===== src/rtl/uart_tx_mio.sv =====
// ---------------------------------------------------------------------------
// uart_tx_mio
// Memory-mapped 8N1 UART transmitter for the MIO peripheral bus.
// CPU stores are captured from the bus write word into a small byte FIFO.
// The FIFO drains through a start/data/stop shifter whose bit period is a
// programmable divisor. A status word is returned to the bus read mux.
// A level interrupt is raised once the transmitter has fully drained.
//
// Parameters
//   DEPTH        FIFO depth in bytes (power of 2, 2..8)
//   DEFAULT_DIV  bit period in clk cycles after reset
// Ports
//   clk          clock, all state changes on the rising edge
//   rst          synchronous active-high reset
//   EN           write strobe for this device
//   addr         0 = TX data register, 1 = control register
//   P_Data       bus write data
//   rd_data      status word {divisor, 7'b0, irq_en, overflow, busy, full,
//                empty, count}
//   txd          serial output, idle high
//   tx_busy      shifter not idle
//   fifo_full    FIFO holds DEPTH bytes
//   fifo_empty   FIFO holds no bytes
//   INT          irq_en & fifo_empty & ~tx_busy
// ---------------------------------------------------------------------------
module uart_tx_mio #(
    parameter int DEPTH       = 8,
    parameter int DEFAULT_DIV = 434
) (
    input  logic        clk,
    input  logic        rst,
    input  logic        EN,
    input  logic        addr,
    input  logic [31:0] P_Data,
    output logic [31:0] rd_data,
    output logic        txd,
    output logic        tx_busy,
    output logic        fifo_full,
    output logic        fifo_empty,
    output logic        INT
);

    localparam int AW = $clog2(DEPTH);
    localparam int CW = AW + 1;

    typedef enum logic [1:0] {IDLE, START, DATA, STOP} state_e;

    logic [7:0]    mem_q [DEPTH];
    logic [AW-1:0] wr_ptr_q, rd_ptr_q;
    logic [CW-1:0] count_q, count_d;
    logic          overflow_q, overflow_d;
    logic          irq_en_q, irq_en_d;
    logic [15:0]   divisor_q, divisor_d;

    state_e        state_q;
    logic [15:0]   bcnt_q;
    logic [2:0]    bit_idx_q;
    logic [7:0]    shift_q;
    logic          txd_q;

    logic          data_wr, ctrl_wr, push, pop, bit_done;
    logic [15:0]   reload;

    // Control bits above the overflow-clear flag have no function.
    logic          unused_pdata;
    assign unused_pdata = ^P_Data[31:18];

    assign fifo_empty = (count_q == '0);
    assign fifo_full  = (count_q == CW'(DEPTH));
    assign tx_busy    = (state_q != IDLE);
    assign txd        = txd_q;
    assign INT        = irq_en_q & fifo_empty & ~tx_busy;
    assign rd_data    = {divisor_q, 7'd0, irq_en_q, overflow_q, tx_busy,
                         fifo_full, fifo_empty, 4'(count_q)};

    // NOTE: every output of a combinational block gets a default first so no latch is inferred.
    always_comb begin
        data_wr    = EN & ~addr;
        ctrl_wr    = EN & addr;
        bit_done   = (bcnt_q == 16'd0);
        reload     = divisor_q - 16'd1;
        // The shifter takes the head byte when idle, or at the end of a stop bit
        // so the next start bit follows with no idle gap.
        pop        = ~fifo_empty & ((state_q == IDLE) | ((state_q == STOP) & bit_done));
        // A simultaneous pop frees a slot, so a write to a full FIFO is still accepted.
        push       = data_wr & (~fifo_full | pop);
        count_d    = count_q + CW'(push) - CW'(pop);

        overflow_d = overflow_q;
        if (data_wr & fifo_full & ~pop)
            overflow_d = 1'b1;
        if (ctrl_wr & P_Data[17])
            overflow_d = 1'b0;

        irq_en_d   = ctrl_wr ? P_Data[16] : irq_en_q;
        divisor_d  = divisor_q;
        if (ctrl_wr)
            divisor_d = (P_Data[15:0] == 16'd0) ? 16'd1 : P_Data[15:0];
    end

    // NOTE: byte storage is not reset; the count and pointers alone define which entries are valid.
    always_ff @(posedge clk) begin
        if (push)
            mem_q[wr_ptr_q] <= P_Data[7:0];
    end

    // NOTE: sequential state uses non-blocking assignments so every register samples pre-edge values.
    always_ff @(posedge clk) begin
        if (rst) begin
            wr_ptr_q   <= '0;
            rd_ptr_q   <= '0;
            count_q    <= '0;
            overflow_q <= 1'b0;
            irq_en_q   <= 1'b0;
            divisor_q  <= 16'(DEFAULT_DIV);
        end else begin
            if (push)
                wr_ptr_q <= wr_ptr_q + AW'(1);
            if (pop)
                rd_ptr_q <= rd_ptr_q + AW'(1);
            count_q    <= count_d;
            overflow_q <= overflow_d;
            irq_en_q   <= irq_en_d;
            divisor_q  <= divisor_d;
        end
    end

    // Shifter FSM. Each bit lasts divisor cycles: bcnt is loaded with divisor-1
    // and the bit ends in the cycle where it reads zero. A new divisor only
    // takes effect at the next reload.
    always_ff @(posedge clk) begin
        if (rst) begin
            state_q   <= IDLE;
            txd_q     <= 1'b1;
            bcnt_q    <= 16'd0;
            bit_idx_q <= 3'd0;
            shift_q   <= 8'd0;
        end else begin
            case (state_q)
                IDLE: begin
                    txd_q <= 1'b1;
                    if (pop) begin
                        shift_q <= mem_q[rd_ptr_q];
                        bcnt_q  <= reload;
                        txd_q   <= 1'b0;
                        state_q <= START;
                    end
                end
                START: begin
                    if (bit_done) begin
                        bcnt_q    <= reload;
                        bit_idx_q <= 3'd0;
                        txd_q     <= shift_q[0];
                        state_q   <= DATA;
                    end else begin
                        bcnt_q <= bcnt_q - 16'd1;
                    end
                end
                DATA: begin
                    if (bit_done) begin
                        shift_q <= shift_q >> 1;
                        bcnt_q  <= reload;
                        if (bit_idx_q == 3'd7) begin
                            txd_q   <= 1'b1;
                            state_q <= STOP;
                        end else begin
                            bit_idx_q <= bit_idx_q + 3'd1;
                            txd_q     <= shift_q[1];
                        end
                    end else begin
                        bcnt_q <= bcnt_q - 16'd1;
                    end
                end
                STOP: begin
                    if (bit_done) begin
                        if (pop) begin
                            shift_q <= mem_q[rd_ptr_q];
                            bcnt_q  <= reload;
                            txd_q   <= 1'b0;
                            state_q <= START;
                        end else begin
                            txd_q   <= 1'b1;
                            state_q <= IDLE;
                        end
                    end else begin
                        bcnt_q <= bcnt_q - 16'd1;
                    end
                end
                default: begin
                    txd_q   <= 1'b1;
                    state_q <= IDLE;
                end
            endcase
        end
    end

endmodule


===== config.mk =====
export PLATFORM = sky130hd
export DESIGN_NAME = uart_tx_mio
export DESIGN_NICKNAME = d
export VERILOG_FILES = /design/src/rtl/uart_tx_mio.sv
export SDC_FILE = /design/constraint.sdc
export NUM_CORES = 1
export LEC_CHECK = 0
export ABC_AREA = 1
export CAP_MARGIN = 10
export CELL_PAD_IN_SITES_DETAIL_PLACEMENT = 1
export CELL_PAD_IN_SITES_GLOBAL_PLACEMENT = 2
export CORE_ASPECT_RATIO = 2
export CORE_UTILIZATION = 34
export DETAILED_ROUTE_END_ITERATION = 8
export GPL_TIMING_DRIVEN = 0
export PLACE_DENSITY = 0.82
export SLEW_MARGIN = 10
export SYNTH_ARGS = -nofsm -noshare
export SYNTH_HDL_FRONTEND = slang
export SYNTH_SLANG_ARGS = --single-unit

===== constraint.sdc =====
create_clock -name clk -period 3.4 [get_ports clk]
set_input_delay 0.51 -clock clk [delete_from_list [all_inputs] [get_ports clk]]
set_output_delay 0.51 -clock clk [all_outputs]
set_load 0.05 [all_outputs]

# --- Word-level counts from Yosys, hierarchy flattened ---
# Memories as Yosys holds them, arrays and structs flattened. A register that Yosys moved wholly into a read port is not among the register bits.
# Cells that the tools add are included.
word_totals:
  mem_count: 1
  mem_bits_rw: 64
  inputBits: 36
  output_inout_bits: 37
  elab_cells: 90
  register_bits: 58
op_classes:
  n_reduce_logical: 13
  n_eq_ne: 11
  add_sub_neg: 7
  muxes: 30
  bitwise_logic: 17
memory_table:
  columns: ["name", "words", "width", "read_ports", "rd_clocked_by_memory_dff", "write_ports", "line", "text"]
  rows:
  - ["mem_q", 8, 8, 1, 1, 1, "48", "logic [7:0] mem_q [DEPTH];"]
ops:
  columns: ["op", "count"]
  rows:
  - ["$mux 16", 4]
  - ["$pmux 16 s3", 1]
  - ["$logic_not 16->1", 2]
  - ["$sub 16x1->16 const B", 2]
  - ["$mux 8", 3]
  - ["$pmux 8 s3", 1]
  - ["$mux 3", 5]
  - ["$ne 2x2->1 const B", 6]
  - ["$and 1x1->1", 10]
  - ["$mux 2", 5]
  - ["$add 3x1->3 const B", 3]
  - ["$mux 1", 8]
  - ["$pmux 2 s4", 1]
  - ["$pmux 3 s2", 1]
  - ["$reduce_and 3->1", 2]
  - ["$not 1->1", 5]
  - ["$reduce_and 5->1", 1]
  - ["$add 4x1->4", 1]
  - ["$eq 2x2->1 const B", 2]
  - ["$eq 4x4->1 const B", 1]
  - ["$logic_not 4->1", 1]
  - ["$pmux 1 s4", 1]
  - ["$reduce_and 4->1", 1]
  - ["$reduce_bool 2->1", 2]
  - ["other kinds (7)", 9]

# --- Logic depth before layout (Yosys ltp) ---
logic_depth:
  ltp_word: 8
  mapped_depth: 18

# --- Worst setup path after synthesis ---
# No wires, ideal clock.
synth_path:
  kind: "register -> register"
  startpoint: "reg count_q[3]"
  endpoint: "reg count_q[1]"
  period_less_slack_ns: 3.431
  path_stages_with_launch: 12
  slack_ns: -0.031
  setup_time_ns: 0.067
  required_time_ns: 3.333
  arrival_ns: 3.364
  path_buffers: 0
  cell_sequence: "dfxtp_1 > ha_1 > nor3b_1 > nand2_1 > nand2_1 > inv_1 > nand2_1 > nand2_1 > ha_1 > inv_1 > fa_1 > nor2_1"
synth_via:
  elab_cells_between_ends: 9
  classes_between: "add/sub (2); eq/ne (1); bitwise (5); reduce/logical (1)"
synth_rtl:
  columns: ["item", "line", "text"]
  rows:
  - ["start: declaration", "50", "logic [CW-1:0] count_q, count_d;"]
  - ["start signal: assignment", "121", "count_q <= count_d;"]
  - ["$eq 4x4->1", "69", "assign fifo_full = (count_q == CW'(DEPTH));"]
  - ["named net fifo_full", "38", "output logic fifo_full,"]
  - ["$not 1->1", "86", "push = data_wr & (~fifo_full | pop);"]
  - ["$or 1x1->1", "86", null]
  - ["$and 1x1->1", "86", null]
  - ["$add 4x1->4", "87", "count_d = count_q + CW'(push) - CW'(pop);"]
  - ["$sub 4x1->4", "87", null]
# The timed path passes the listed nets, and every way through them passes these cells.
# A chain may end at the register's enable or synchronous reset.

# --- Worst setup path in the final report ---
layout_path:
  startpoint: "reg count_q[2]"
  endpoint: "out INT"
layout_via:
  elab_chain_cells: 3
layout_lines:
  columns: ["item", "line", "text"]
  rows:
  - ["$logic_not 4->1", "68", "assign fifo_empty = (count_q == '0);"]
  - ["$and 1x1->1 (2 in a row)", "72", "assign INT = irq_en_q & fifo_empty & ~tx_busy;"]
  - ["end: declaration", "40", "output logic INT"]
# No other way between the ends.

==> metrics.txt <==
Hold Fails Final Rpt=0; root buffer cell=clkbuf_16; Total Power=7.19 mW; Worst-Skew Late Latency=0.43 ns; Cell variety after synth=40; most frequent cells in the layout=nand2_1, nor2_1, inv_1; CTS tree=done; Slew HR=35.0%; Area contributors post-synth=edfxtp_1, dfxtp_1, nand2_1, nor2_1, nand3_1; clk sinks=125; Mapped Area=6640 um^2; FMAX=323 MHz; final slew viol count=0; Chip Height=200 um; data arrival time of the critical path=2.58 ns; drt via density=5.00; H-tree levels=4; Tightest Hold Check Type=flip-flop to flip-flop; Crit Path Class=flip-flop to primary output; Place WS=0.423 ns; vias post-DR=5933; total of warnings raised by yosys=0; Syn Area/Cell=7.91 um^2; hold-fix buffers at CTS=0; ant diodes=0; core area=19200 um^2; Power per Cell Area=894 nW/um^2; Final HPWL DP=17.8 mm; layout cells sized above 1=8.95%; post-synthesis sequential area ratio=47.4%; worst setup margin=0.306 ns; Initial DRT Pass Iterations=4; largest net degree at the start of global routing=17; Pleak=3.28 nW; endpoint class of the critical path=primary output; # rows=72; element type at the critical path start=flip-flop; synthesis-stage register bit count=125; Final min period=3.09 ns; first-pass GRT wire length=35.6 mm; final setup violating endpoints=0; Worst-Margin Slew=0.971 ns; RSZ-0062 raised after global routing=no; Cells after Synth=839; Critical-path top delay cell=clkdlybuf4s50_1; Post-synth ARST share=0%; CTS Buf Count=17; die width=101 um; Setup Skew=0.0125 ns; Synth area leader=edfxtp_1; port bufs=50; CP Data Required Time=2.89 ns; initial antenna violation count=0; routed length per instance=19.5 um; clock transition at the registers of the reported paths=0.06 ns; DRC viols=0; EDFF count, synth=64; final WL=23.1 mm; Largest stage delay, worst path=0.82 ns; grt total ovfl=0; Max clock buf depth=2; # Post-CTS Setup Buffers=0; violation count after the first detailed-route iteration=189; global-route usage over all layers=24.6%; vias in the first global route=6175; status=finished, final reports clean; RePlAce Congestion=0.901; fin nets=967; Main synth FF type=edfxtp_1; Max-Cap Viols=0; post-synth top area share=29.0%; Max VDD drop=0.389 mV; IO Count=73; worst-path fanout max=7; commonest non-fill, non-tap cell in the layout=nand2_1; area grow syn2layout=21.1%; setup_tns=0 ns; critical path cell sequence=inv_1 > ha_1 > nand2_1 > inv_1 > nand2_1 > nor2_1 > clkdlybuf4s50_1; fin crit share=91.0%; Die ar.=20100 um^2; Antenna Nets Post-Route=0; Initial Util=34.6%; Post-CTS Resized=0
synth_stat cells (12+ instances only):
cell,count
buf_4,12
nor2_1,96
ha_1,16
o21ai_0,41
dfxtp_1,61
clkbuf_1,22
inv_1,76
nand2_1,230
a21oi_1,43
nand3_1,69
edfxtp_1,64
sequential cells by signal (all words and copies together), names as in the netlist, named ones only:
signal and count:
bit_idx_q 3, count_q 4, state_q 2, overflow_q 1, txd 1, mem_q 64, shift_q 8, irq_en_q 1
rd_ptr_q 3, bcnt_q 16, wr_ptr_q 3, divisor_q 16
final timing paths:
check                                               start                   endpoint  slack (ns)  cells after the start
worst max-delay path                count_q[2]$_SDFF_PP0_                        INT        0.31                      7
worst min-delay path            bit_idx_q[1]$_SDFFE_PP0P_  bit_idx_q[1]$_SDFFE_PP0P_        0.46                      2
worst max register to register    state_q[0]$_SDFFE_PP0P_      mem_q[5][3]$_DFFE_PP_        0.38                      9
worst min register to register  bit_idx_q[1]$_SDFFE_PP0P_  bit_idx_q[1]$_SDFFE_PP0P_        0.46                      2
cells by family (layout without fill, tap and decap cells):
group / after synthesis / after routing / share of synthesized area [%]
other: 1 / 7 / 0.0565
xor gates and xnor gates: 15 / 15 / 1.98
AOI/OAI and AO/OA: 128 / 128 / 11.5
buffers and inverters: 119 / 201 / 7.90
DFF: 125 / 125 / 47.4
adders and majority gates: 17 / 17 / 3.32
and+or+nand+nor: 434 / 434 / 27.9
power breakdown:
group | switching (mW) | internal, mW | total [mW]
Clock | 0.715 | 1.02 | 1.73
Combinational | 2.40 | 1.09 | 3.49
Sequential | 0.184 | 1.79 | 1.97
Total | 3.30 | 3.89 | 7.19
routing by layer:
| metal | part of all wire, % | global-route usage (%) | up-vias | wire, um |
|---|---|---|---|---|
| met5 | 0 | 0 | - | 0 |
| met4 | 4.0 | 11.3 | 0 | 924 |
| met3 | 2.0 | 3.18 | 46 | 451 |
| met2 | 58 | 49.5 | 85 | 13400 |
| met1 | 36 | 23.9 | 2884 | 8280 |
| li1 | - | - | 2918 | - |
critical path: cells and delay by family, from the launching register on:
| family | cells | cell delay [ns] |
|---|---|---|
| buffers and inverters | 3 | 1.15 |
| adders and majority gates | 1 | 0.16 |
| and+or+nand+nor | 3 | 0.54 |
| DFF | 1 | 0.31 |
through the flow:
stage | utilization (%) | cells | area, um^2 | hold slack (ns)
floorplan | - | 845 | 6670 | 0.433
global placement | 39.0 | 1154 | 7490 | 0.446
detailed placement | 39.0 | 1154 | 7490 | 0.456
CTS | 41.9 | 1186 | 8040 | 0.464
global route | 41.9 | 1186 | 8040 | 0.480
finish | 41.9 | 1186 | 8040 | 0.458
final cells by class:
| class | count | area (um^2) |
|---|---|---|
| multi-input combinational | 601 | 3000 |
| clock buffer | 21 | 440 |
| fill | 2363 | 11100 |
| buffer | 42 | 235 |
| sequential | 125 | 3140 |
| timing repair buffer | 50 | 500 |
| inverter | 77 | 289 |
| clock inverter | 11 | 110 |
| tap | 259 | 324 |
Note: power is estimated with default switching activity, not from simulation.
